[config.mk]
export PLATFORM = sky130hd
export DESIGN_NAME = fetch_unit_flat
export DESIGN_NICKNAME = d
export VERILOG_FILES = /design/src/rtl/fetch_unit_pkg.sv /design/src/rtl/fetch_unit_if.sv /design/src/rtl/fetch_unit_program_counter.sv /design/src/rtl/fetch_unit.sv /design/src/flat_wrapper.sv
export SDC_FILE = /design/constraint.sdc
export NUM_CORES = 1
export LEC_CHECK = 0
export CORE_MARGIN = 1.5
export CORE_UTILIZATION = 46
export CTS_CLUSTER_DIAMETER = 80
export DETAILED_ROUTE_END_ITERATION = 7
export PLACE_DENSITY = 0.81
export SLEW_MARGIN = 20
export SYNTH_ARGS = -nofsm -noshare
export SYNTH_HDL_FRONTEND = slang
export SYNTH_HIERARCHICAL = 1
export SYNTH_SLANG_ARGS = --single-unit
[constraint.sdc]
create_clock -name Clk -period 2.7 [get_ports Clk]
set_input_delay 0.54 -clock Clk [delete_from_list [all_inputs] [get_ports Clk]]
set_output_delay 0.54 -clock Clk [all_outputs]
set_load 0.02 [all_outputs]
[src/rtl/fetch_unit_pkg.sv]
// Shared constants, types and helpers for the instruction fetch stage.
package fetch_unit_pkg;

    localparam int unsigned WORD_W = 32;
    localparam int unsigned JIDX_W = 26;
    localparam int unsigned PC_TOP_W = 4;

    typedef logic [WORD_W-1:0] word_t;

    localparam word_t RESET_PC_DEFAULT = 32'h0000_0000;
    localparam word_t NOP_INSTR        = 32'h0000_0000;
    localparam word_t PC_INC           = 32'd4;
    localparam word_t PC_ALIGN_MASK    = 32'hFFFF_FFFC;

    // IF/ID pipeline register payload
    typedef struct packed {
        word_t instr;
        word_t pc_plus4;
        logic  valid;
    } ifid_t;

    localparam ifid_t IFID_BUBBLE = '{instr: NOP_INSTR, pc_plus4: '0, valid: 1'b0};

    // Forces word alignment of a byte address.
    function automatic word_t align_word(input word_t addr);
        return addr & PC_ALIGN_MASK;
    endfunction

endpackage

[src/rtl/fetch_unit_if.sv]
// Fetch-stage bus: instruction-memory port, hazard/redirect controls and IF/ID outputs.
interface fetch_unit_if;
    import fetch_unit_pkg::*;

    word_t               Address;
    word_t               Instruction;
    logic                Stall;
    logic                BranchTaken;
    word_t               BranchTarget;
    logic                Jump;
    logic [JIDX_W-1:0]   JumpIndex;
    word_t               IfIdInstr;
    word_t               IfIdPcPlus4;
    logic                IfIdValid;
    word_t               FetchCount;

    // Fetch unit side
    modport master (
        output Address, IfIdInstr, IfIdPcPlus4, IfIdValid, FetchCount,
        input  Instruction, Stall, BranchTaken, BranchTarget, Jump, JumpIndex
    );

    // Memory / pipeline / hazard side
    modport slave (
        input  Address, IfIdInstr, IfIdPcPlus4, IfIdValid, FetchCount,
        output Instruction, Stall, BranchTaken, BranchTarget, Jump, JumpIndex
    );

endinterface

[src/rtl/fetch_unit_program_counter.sv]
// PC register with next-PC selection: branch, then jump, then stall hold, then PC+4.
module program_counter
    import fetch_unit_pkg::*;
#(
    parameter word_t RESET_PC = RESET_PC_DEFAULT
) (
    input  logic                clk,
    input  logic                rst_n,
    input  logic                stall_i,
    input  logic                branch_taken_i,
    input  word_t               branch_target_i,
    input  logic                jump_i,
    input  logic [JIDX_W-1:0]   jump_index_i,
    input  logic [PC_TOP_W-1:0] ifid_pc_top_i,
    output word_t               pc_o
);

    word_t pc_q;
    word_t pc_d;

    // Next-PC priority mux; PC+4 wraps naturally at 2^32
    always_comb begin
        pc_d = pc_q;
        if (branch_taken_i) begin
            pc_d = align_word(branch_target_i);
        end else if (jump_i) begin
            pc_d = {ifid_pc_top_i, jump_index_i, 2'b00};
        end else if (!stall_i) begin
            pc_d = WORD_W'(pc_q + PC_INC);
        end
    end

    always_ff @(posedge clk) begin
        if (!rst_n) begin
            pc_q <= align_word(RESET_PC);
        end else begin
            pc_q <= pc_d;
        end
    end

    assign pc_o = pc_q;

endmodule

[src/rtl/fetch_unit.sv]
// Instruction fetch stage: PC sequencing, IF/ID register and delivered-instruction counter.
module fetch_unit
    import fetch_unit_pkg::*;
#(
    parameter word_t RESET_PC = RESET_PC_DEFAULT
) (
    input  logic          Clk,
    input  logic          Rst_n,
    fetch_unit_if.master  bus
);

    word_t pc;
    ifid_t ifid_q;
    ifid_t ifid_d;
    word_t count_q;
    word_t count_d;
    logic  redirect;

    program_counter #(
        .RESET_PC (RESET_PC)
    ) u_pc (
        .clk             (Clk),
        .rst_n           (Rst_n),
        .stall_i         (bus.Stall),
        .branch_taken_i  (bus.BranchTaken),
        .branch_target_i (bus.BranchTarget),
        .jump_i          (bus.Jump),
        .jump_index_i    (bus.JumpIndex),
        .ifid_pc_top_i   (ifid_q.pc_plus4[WORD_W-1 -: PC_TOP_W]),
        .pc_o            (pc)
    );

    assign redirect = bus.BranchTaken | bus.Jump;

    // A redirect squashes the fetched word even while stalled
    always_comb begin
        ifid_d  = ifid_q;
        count_d = count_q;
        if (redirect) begin
            ifid_d = IFID_BUBBLE;
        end else if (!bus.Stall) begin
            ifid_d.instr    = bus.Instruction;
            ifid_d.pc_plus4 = WORD_W'(pc + PC_INC);
            ifid_d.valid    = 1'b1;
            count_d         = WORD_W'(count_q + 32'd1);
        end
    end

    always_ff @(posedge Clk) begin
        if (!Rst_n) begin
            ifid_q  <= IFID_BUBBLE;
            count_q <= '0;
        end else begin
            ifid_q  <= ifid_d;
            count_q <= count_d;
        end
    end

    assign bus.Address     = pc;
    assign bus.IfIdInstr   = ifid_q.instr;
    assign bus.IfIdPcPlus4 = ifid_q.pc_plus4;
    assign bus.IfIdValid   = ifid_q.valid;
    assign bus.FetchCount  = count_q;

endmodule

[src/flat_wrapper.sv]
// flat-port wrapper written by rule: the top's interface ports become plain ports
module fetch_unit_flat import fetch_unit_pkg::*;
#(
    parameter word_t RESET_PC = RESET_PC_DEFAULT
)
  (Clk, Rst_n, bus_Address, bus_IfIdInstr, bus_IfIdPcPlus4, bus_IfIdValid, bus_FetchCount, bus_Instruction, bus_Stall, bus_BranchTaken, bus_BranchTarget, bus_Jump, bus_JumpIndex);
  fetch_unit_if bus_i ();
  input  logic Clk;
  input  logic Rst_n;
  output wire logic [$bits(bus_i.Address)-1:0] bus_Address;
  output wire logic [$bits(bus_i.IfIdInstr)-1:0] bus_IfIdInstr;
  output wire logic [$bits(bus_i.IfIdPcPlus4)-1:0] bus_IfIdPcPlus4;
  output wire logic [$bits(bus_i.IfIdValid)-1:0] bus_IfIdValid;
  output wire logic [$bits(bus_i.FetchCount)-1:0] bus_FetchCount;
  input wire logic [$bits(bus_i.Instruction)-1:0] bus_Instruction;
  input wire logic [$bits(bus_i.Stall)-1:0] bus_Stall;
  input wire logic [$bits(bus_i.BranchTaken)-1:0] bus_BranchTaken;
  input wire logic [$bits(bus_i.BranchTarget)-1:0] bus_BranchTarget;
  input wire logic [$bits(bus_i.Jump)-1:0] bus_Jump;
  input wire logic [$bits(bus_i.JumpIndex)-1:0] bus_JumpIndex;
  assign bus_Address = bus_i.Address;
  assign bus_IfIdInstr = bus_i.IfIdInstr;
  assign bus_IfIdPcPlus4 = bus_i.IfIdPcPlus4;
  assign bus_IfIdValid = bus_i.IfIdValid;
  assign bus_FetchCount = bus_i.FetchCount;
  assign bus_i.Instruction = bus_Instruction;
  assign bus_i.Stall = bus_Stall;
  assign bus_i.BranchTaken = bus_BranchTaken;
  assign bus_i.BranchTarget = bus_BranchTarget;
  assign bus_i.Jump = bus_Jump;
  assign bus_i.JumpIndex = bus_JumpIndex;
  fetch_unit #(.RESET_PC(RESET_PC)) u_core (.Clk(Clk), .Rst_n(Rst_n), .bus(bus_i));
endmodule
# Word level (Yosys, flattened, before mapping)
# Cells that the tools add are included.
dict set report totals {
  ff_bits 129
  romBits 0
  wordCells 19
  n_memories 0
  ram_bits 0
  latch_bits 0
  output_inout_bits 129
  input_bits 95
}
dict set report op_classes {
  shift 0
  n_div 0
  n_eq_ne 1
  multipliers 0
  mux 3
  magnitude_cmp 0
  n_bitwise 4
  addsub 2
  reduce_logical 3
}
# op n
set ops {}
lappend ops {{two-way mux 32 bit} 3}
lappend ops {{adder 32 x 1 -> 32 bit (second input constant)} 1}
lappend ops {{adder 32 x 3 -> 32 bit (second input constant)} 1}
lappend ops {{!= test 3 x 1 -> 1 bit (second input constant)} 1}
lappend ops {{NOT 1 bit} 3}
lappend ops {{OR reduction 3 bit} 1}
lappend ops {{AND reduction 2 bit} 1}
lappend ops {{OR reduction 2 bit} 1}
lappend ops {{OR 1 bit} 1}

# Depth between registers and ports, before layout
# Gate-level depths: netlist of run 1.
dict set report logic_depth {
  depth_word 4
  ltp_mapped 8
  mapped_depth_nobuf 6
}

# Hierarchy
# Netlist of run 1, hierarchy kept.
# module area_per_inst_um2 cells_each n_inst seq_area_each_um2
set modules_own_cells {}
lappend modules_own_cells {fetch_unit 4370.4 499 1 1941.9}
lappend modules_own_cells {program_counter 2245.9 297 1 600.6}

# Worst setup path after synthesis of run 1
# No wires, ideal clock.
dict set report synth_timing {
  kind {in2reg}
  from {input bus_Stall}
  to {register u_core.count_q[30] (netlist: u_core/bus.FetchCount[30])}
  path_slack_ps 256
  required_time_ps 2629
  setup_time_ps 71
  path_buffers 3
  cell_stages 7
  arrival_time_ps 2373
  cell_sequence {buf_6 or3_1 buf_2 or4_4 buf_6 or4_1 a21oi_1}
}
dict set report synth_between {
  elab_chain_cells 2
}
# item line
set synth_lines {}
lappend synth_lines {{start, declared} flat_wrapper.sv:16} ;# input wire logic [$bits(bus_i.Stall)-1:0] bus_Stall;
lappend synth_lines {{NOT 1 bit (no source line)} n/a}
lappend synth_lines {{AND reduction 2 bit (no source line)} n/a}
lappend synth_lines {{end signal, assigned} fetch_unit.sv:55} ;# count_q <= count_d;
lappend synth_lines {{end, declared} fetch_unit.sv:15} ;# word_t count_q;
# No other way between the ends.
# A chain may end at the register's enable or synchronous reset.

# Worst setup path after layout of run 1
dict set report layout_timing {
  from {input bus_BranchTaken}
  to {register u_core.count_q[26] (netlist: u_core/bus.FetchCount[26])}
}
dict set report layout_between {
  elab_chain_cells 3
}
# item line
set layout_lines {}
lappend layout_lines {{start, declared} flat_wrapper.sv:17} ;# input wire logic [$bits(bus_i.BranchTaken)-1:0] bus_BranchTaken;
lappend layout_lines {{OR 1 bit} fetch_unit.sv:33} ;# assign redirect = bus.BranchTaken | bus.Jump;
lappend layout_lines {{NOT 1 bit (no source line)} n/a}
lappend layout_lines {{AND reduction 2 bit (no source line)} n/a}
# No other way between the ends.

==> summary.txt, run 1 <==
EDFF count, synth: 0
Clk pwr share: 49.7%
WL/cell: 17.9 µm
area grow syn2layout: 49.1%
fmax: 417 MHz
hold buffers post-CTS: 0
Yosys top cell area share: 38.4%
post-layout min period: 2.40 ns
initial core utilization: 47.5%
FF-to-FF path depth: 5
Mapped Cells: 796
ys async rst share: 0%
Slew Limit Fails: 0
Worst Setup End Kind: flop
Num Clock Sinks: 127
outcome: complete, no violations
number of diodes: 0
Switch Pwr: 1.32 mW
largest cells by area after synthesis: dfxtp_1 (38%), mux2i_1 (6.2%), a21oi_1 (4.8%), o21ai_0 (3.6%), nor2_1 (3.6%)
sequential group share of total power: 36.7%
Setup crit start kind: input port
Design Power: 5.46 mW
MaxCap Viol Count: 0
DRC viols: 0
initial antenna violation count: 1
clk_lat worst skew: 0.42 ns
Synth Warn #: 6
clock tree buffer depth: 2
Total GRT Usage: 29.0%
Filler cells: 1075
count leader, synth: dfxtp_1
first-pass GRT wire length: 34400 µm
detailed-route vias per instance: 6.05
Row Count: 43
H-tree lvl count: 4
I/O pin total: 224
Final Skew: 0.00708 ns
cts bufs inserted: 17
via count: 7388
Post-layout nets: 1127
Hold Path Depth: 1
unrepaired setup endpoints after global routing: no
commonest cells in the netlist: dfxtp_1 (127), nor2_1 (64), a21oi_1 (63)
worst-path fanout max: 16
CTS tree: yes
met3 GRT Util: 6.50%
Fin. Hold Viols: 0
total gr overflow: 0
Post-Syn Area per Cell: 8.31 µm²
required time of the critical path: 3.05 ns
root buf cell: clkbuf_16
Worst-path clk slew: 0.06 ns
Final GP Congestion: 0.889
layout cell share with drive strength beyond 1: 9.60%
Max-slew headroom: 60.1%
Hold Crit Class: reg2reg
largest area contributor in the netlist: dfxtp_1
Post-synth top flop: dfxtp_1
power per cell area: 554 nW/µm²
worst vdd ir: 0.000433 V
core area: 13900 µm²
number of nets still failing antenna checks after routing: 0
Setup Fix Bufs, Post-CTS: 0
die area: 15100 µm²
share of the yosys chip area belonging to registers: 38.4%
largest net degree at the start of global routing: 45
final setup fails: 0
crit path from: bus_BranchTaken
Worst R2R Start: u_core/u_pc/pc_o[10]$_SDFFE_PN0P_
Worst Tran Pin Value: 0.592 ns
die height: 123 µm
min-delay src: u_core/bus.IfIdValid$_SDFFE_PP0N_
first drt pass iteration count: 7
chip width: 123 µm
met2 global-route usage: 47.5%
Pleak: 3.45 nW
port bufs: 219
Logic pwr share: 13.6%
dpl hpwl: 15300 µm
WL final: 21900 µm
WS Path Type: in2reg
First DRT Iteration DRCs: 625
Yosys cell types: 65
post-layout util: 70.8%
vias in the first global route: 6789
Post-CTS Resized: 0
Final Non-Filler Cells: 1222
Cell Int Power: 4.14 mW
met1 usage in global routing: 37.2%
fin crit share: 88.9%
Top Usage Layer GRT: met2
Inst Count DP: 1190
synthesized flop and latch total: 127
worst path arrival time: 2.75 ns
Post-Syn Area: 6620 µm²
Switching Fraction: 24.1%
## power by group through the flow
stage	Clock [mW]	Combinational, mW	Sequential, mW
2_1_floorplan	0	0.273	2.11
5_1_grt	2.82	0.791	2.01
3_3_place_gp	0	0.713	2.04
3_5_place_dp	0	0.721	2.04
4_1_cts	2.74	0.731	2.00
6_report	2.71	0.742	2.01
## layout make-up
type / instances / area [µm²] / share of cell area [%]
flip-flops and latches: 127 / 2540 / 25.8
inverters: 26 / 97.6 / 0.989
well taps: 180 / 225 / 2.28
multi-input cells: 588 / 3730 / 37.8
clock buffers: 18 / 439 / 4.45
repair buffers: 269 / 2560 / 26.0
clock inverters: 14 / 262 / 2.65
## worst paths after layout
kind | endpoint | slack [ns]
setup reg to reg | u_core/u_pc/pc_o[31]$_SDFFE_PN0P_ | 0.33
hold reg to reg | u_core/bus.IfIdValid$_SDFFE_PP0N_ | 0.45
setup / recovery | u_core/bus.FetchCount[26]$_SDFFE_PN0P_ | 0.30
hold / removal | u_core/bus.IfIdValid$_SDFFE_PP0N_ | 0.45
## metal layers
metal,part of all wire (%),wire [µm]
met1,41,8930
met5,0.078,17
met3,8.5,1870
met2,48,10600
met4,2.3,496
## layout by cell type, fill, tap and decap left out, types with 27 or more instances in the layout
| cell | synthesis | layout |
|---|---|---|
| a21oi_1 | 63 | 63 |
| buf_4 | 2 | 51 |
| clkdlybuf4s50_1 | 0 | 218 |
| dfxtp_1 | 127 | 127 |
| mux2i_1 | 41 | 41 |
| nand2_1 | 51 | 51 |
| nand3_1 | 33 | 33 |
| nor2_1 | 64 | 64 |
| o21ai_0 | 48 | 48 |
| o31ai_1 | 27 | 27 |
## flip-flops by register name, indices dropped and copies added, names as in the netlist
signal / cells
u_core/bus.IfIdPcPlus4: 32
u_core/bus.IfIdValid: 1
u_core/bus.FetchCount: 32
u_core/bus.IfIdInstr: 32
u_core/u_pc/pc_o: 30
## critical path, stage by stage
cell and delay (ns):
clkdlybuf4s50_1 0.49, or3_1 0.39, or4_4 0.60, or4_1 0.55, a21oi_1 0.18
## cells by family (layout without fill, tap and decap cells)
kind of cell	Yosys count	in the layout	synth area share (%)
other	1	2	0.0567
DFF	127	127	38.4
adders and majority gates	3	3	0.567
and+or+nand+nor	299	299	25.1
AOI/OAI and AO/OA	212	212	20.2
muxes	41	41	6.20
xor gates and xnor gates	31	31	4.10
buffers and inverters	82	327	5.29
## stage by stage
stage	worst slack [ns]	cell area [µm²]	TNS, ns	hold WS [ns]
final	0.300	9860	0	0.455
after global routing	0.116	9860	0	0.485
after CTS	0.340	9860	0	0.459
after detailed placement	-0.0952	9160	-0.842	0.445
after global placement	-0.0749	9160	-0.465	0.437
after floorplan	0.256	6620	0	0.541
Note: power is estimated with default switching activity, not from simulation.
==> inputs of run 2 (changes only) <==
--- a/config.mk
+++ b/config.mk
@@ -6,10 +6,11 @@
 export NUM_CORES = 1
 export LEC_CHECK = 0
 export CORE_MARGIN = 1.5
-export CORE_UTILIZATION = 46
+export CORE_UTILIZATION = 45
 export CTS_CLUSTER_DIAMETER = 80
 export DETAILED_ROUTE_END_ITERATION = 7
-export PLACE_DENSITY = 0.81
+export PLACE_DENSITY = 0.79
+export RECOVER_POWER = 50
 export SLEW_MARGIN = 20
 export SYNTH_ARGS = -nofsm -noshare
 export SYNTH_HDL_FRONTEND = slang
==> run 2 against run 1 <==
  * Sequential power is essentially flat
  * Clock power shrank 12%
  * Critical path type unchanged
  * Global-route usage shrank 1.8 points
  * Setup slack gained 0.015 ns
  * Critical endpoint is now u_core/bus.FetchCount[16]$_SDFFE_PN0P_
  * Highest routed layer unchanged
  * Cell area shrank 1.4%
  * Sequential share of layout area grew 0.37 points
  * Fmax grew 0.64%
  * Critical path depth is the same
  * Utilization shrank 3.4 points
  * Clock-buffer cell count grew 7
  * Wire length shrank 3.5%
==> summary.txt, run 2 (synthesis results as in run 1) <==
outcome: complete, no violations
port bufs: 219 (unchanged)
placed inst area: 9150 µm² (-0.19%)
number of nets still failing antenna checks after routing: 0 (unchanged)
first-pass GRT wire length: 34600 µm (+0.54%)
initial antenna violation count: 1 (unchanged)
required time of the critical path: 3.05 ns (about the same)
min-delay src: u_core/bus.IfIdPcPlus4[4]$_SDFFE_PP0N_
met1 usage in global routing: 34.9% (-2.3 points)
vias in the first global route: 6818 (+0.43%)
Post-layout nets: 1123 (-0.35%)
largest net degree at the start of global routing: 46 (+2.2%)
met2 global-route usage: 43.4% (-4.2 points)
met3 GRT Util: 6.62% (+0.11 points)
cell chain of the critical path: clkdlybuf4s50_1, or3_1, or4_4, or4_1, a21oi_1
DRC viols: 0 (unchanged)
Post-CTS Resized: 0 (unchanged)
root buf cell: clkbuf_16
Crit-path slowest cell: or4_4
Place WS: -0.0916 ns (+0.00358 ns)
worst-path fanout max: 16 (unchanged)
WS Path Type: in2reg
clk_lat worst skew: 0.42 ns (about the same)
slack of the critical path: 0.316 ns (+0.0153 ns)
first drt pass iteration count: 8 (+1)
Row Count: 44 (+2.3%)
Worst-path clk slew: 0.05 ns (about the same)
Worst Setup End Kind: flop
I/O pin total: 224 (unchanged)
die area: 15400 µm² (+2.2%)
H-tree lvl count: 4 (unchanged)
dpl hpwl: 14900 µm (-2.6%)
CTS tree: yes
Bufs and invs on worst path: 1 (unchanged)
Setup crit start kind: input port
fin crit share: 88.3% (-0.57 points)
power per cell area: 525 nW/µm² (-5.1%)
post-layout min period: 2.38 ns (-0.0153 ns)
unrepaired setup endpoints after global routing: no
worst path arrival time: 2.73 ns (-0.02 ns)
Worst Tran Pin Value: 0.856 ns (+0.263 ns)
Critical Path Stages: 5 (unchanged)
Top Usage Layer GRT: met2
via count: 7150 (-3.2%)
cts bufs inserted: 17 (unchanged)
layout cell share with drive strength beyond 1: 8.20% (-1.4 points)
worst vdd ir: 0.000485 V (+12%)
core area: 14400 µm² (+3.5%)
post-layout instance area: 9720 µm² (-1.4%)
Slew Limit Fails: 0 (unchanged)
Setup Fix Bufs, Post-CTS: 0 (unchanged)
total gr overflow: 0 (unchanged)
Max-slew headroom: 43.0% (-17 points)
WL/cell: 17.3 µm (-3.3%)
initial core utilization: 45.9% (-1.6 points)
Total GRT Usage: 27.2% (-1.8 points)
most common cell after layout, fill and taps aside: clkdlybuf4s50_1
area grow syn2layout: 47.0%
FF-to-FF path depth: 6 (+1)
Hold Path Sink: u_core/bus.IfIdPcPlus4[4]$_SDFFE_PP0N_
die height: 124 µm (+1.1%)
final setup fails: 0 (unchanged)
slowest stage delay, CP: 0.61 ns (about the same)
Fin. Hold Viols: 0 (unchanged)
reg2reg end: u_core/u_pc/pc_o[31]$_SDFFE_PN0P_
leading cell types in the layout, fill and taps excluded: clkdlybuf4s50_1 (158), dfxtp_1 (127), nor2_1 (64)
Hold WS: 0.457 ns (+0.00246 ns)
detailed-route vias per instance: 5.86 (-3.1%)
chip width: 124 µm (+1.1%)
critical path's top delay family: simple AND/OR/NAND/NOR gates
Pleak: 3.57 nW (+3.4%)
First DRT Iteration DRCs: 655 (+4.8%)
fmax: 419 MHz (+0.64%)
WL final: 21200 µm (-3.5%)
MaxCap Viol Count: 0 (unchanged)
Hold Path Depth: 2 (+1)
Hold Crit Class: reg2reg
hold buffers post-CTS: 0 (unchanged)
Worst R2R Start: u_core/u_pc/pc_o[4]$_SDFFE_PN0P_
Final Skew: 0.00780 ns (+0.000726 ns)
clock tree buffer depth: 2 (unchanged)
number of diodes: 0 (unchanged)
Final GP Congestion: 0.888 (about the same)
Num Clock Sinks: 127 (unchanged)
Worst R2R Setup Slack: 0.33 ns (about the same)
[run 2: changes by cell type in the layout (fill, tap and decap cells not counted), moves of 2 or more]
cell             change
clkbuf_1             +9
buf_4               -12
clkdlybuf4s50_1     -60
dlygate4sd3_1       +59
clkinv_4             -2
bufinv_16            -4
clkbuf_8             +4
[run 2: worst max path at each step]
stage,to,from,slack (ns)
after global routing,u_core/bus.FetchCount[11]$_SDFFE_PN0P_,bus_Jump,0.23
after global placement,u_core/bus.FetchCount[31]$_SDFFE_PN0P_,bus_Jump,-0.007
after floorplan,u_core/bus.FetchCount[30]$_SDFFE_PN0P_,bus_Stall,0.26
final,u_core/bus.FetchCount[16]$_SDFFE_PN0P_,bus_Jump,0.32
after CTS,u_core/bus.FetchCount[31]$_SDFFE_PN0P_,bus_Jump,0.34
after detailed placement,u_core/bus.FetchCount[31]$_SDFFE_PN0P_,bus_Jump,-0.09
[run 2: area by class of cell]
cell class	count	area [µm²]
clock inverter	5	103
inverter	26	97.6
clock buffer	25	505
timing repair buffer	265	2520
fill	1161	4700
tap	184	230
multi-input combinational	588	3730
sequential	127	2540
[run 2: routing by layer]
metal	vias up	wire (µm)
met5	-	17
li1	3430	-
met3	55	1840
met1	3287	8860
met4	2	672
met2	376	9780
[run 2: per-stage QoR]
stage / std cells / utilization, % / TNS [ns] / power (mW)
2_1_floorplan: 797 / - / 0 / 2.38
3_3_place_gp: 1190 / 63.4 / -0.00838 / 2.75
3_5_place_dp: 1190 / 63.4 / -0.809 / 2.76
4_1_cts: 1220 / 67.6 / 0 / 5.13
5_1_grt: 1220 / 67.4 / 0 / 5.29
6_report: 1220 / 67.4 / 0 / 5.11
[run 2: tightest hold or removal path, delay by kind of cell, from the launching register on]
| kind | cells | cell delay [ns] |
|---|---|---|
| AO/OA/AOI/OAI | 1 | 0.05 |
| flip-flops | 1 | 0.30 |
| AND/OR/NAND/NOR | 1 | 0.06 |
[run 2: where the power goes]
part	leakage (nW)	switching (mW)	internal, mW
Clock	0.295	0.817	1.56
Combinational	2.24	0.376	0.355
Sequential	1.03	0.0692	1.93
Total	3.57	1.26	3.85
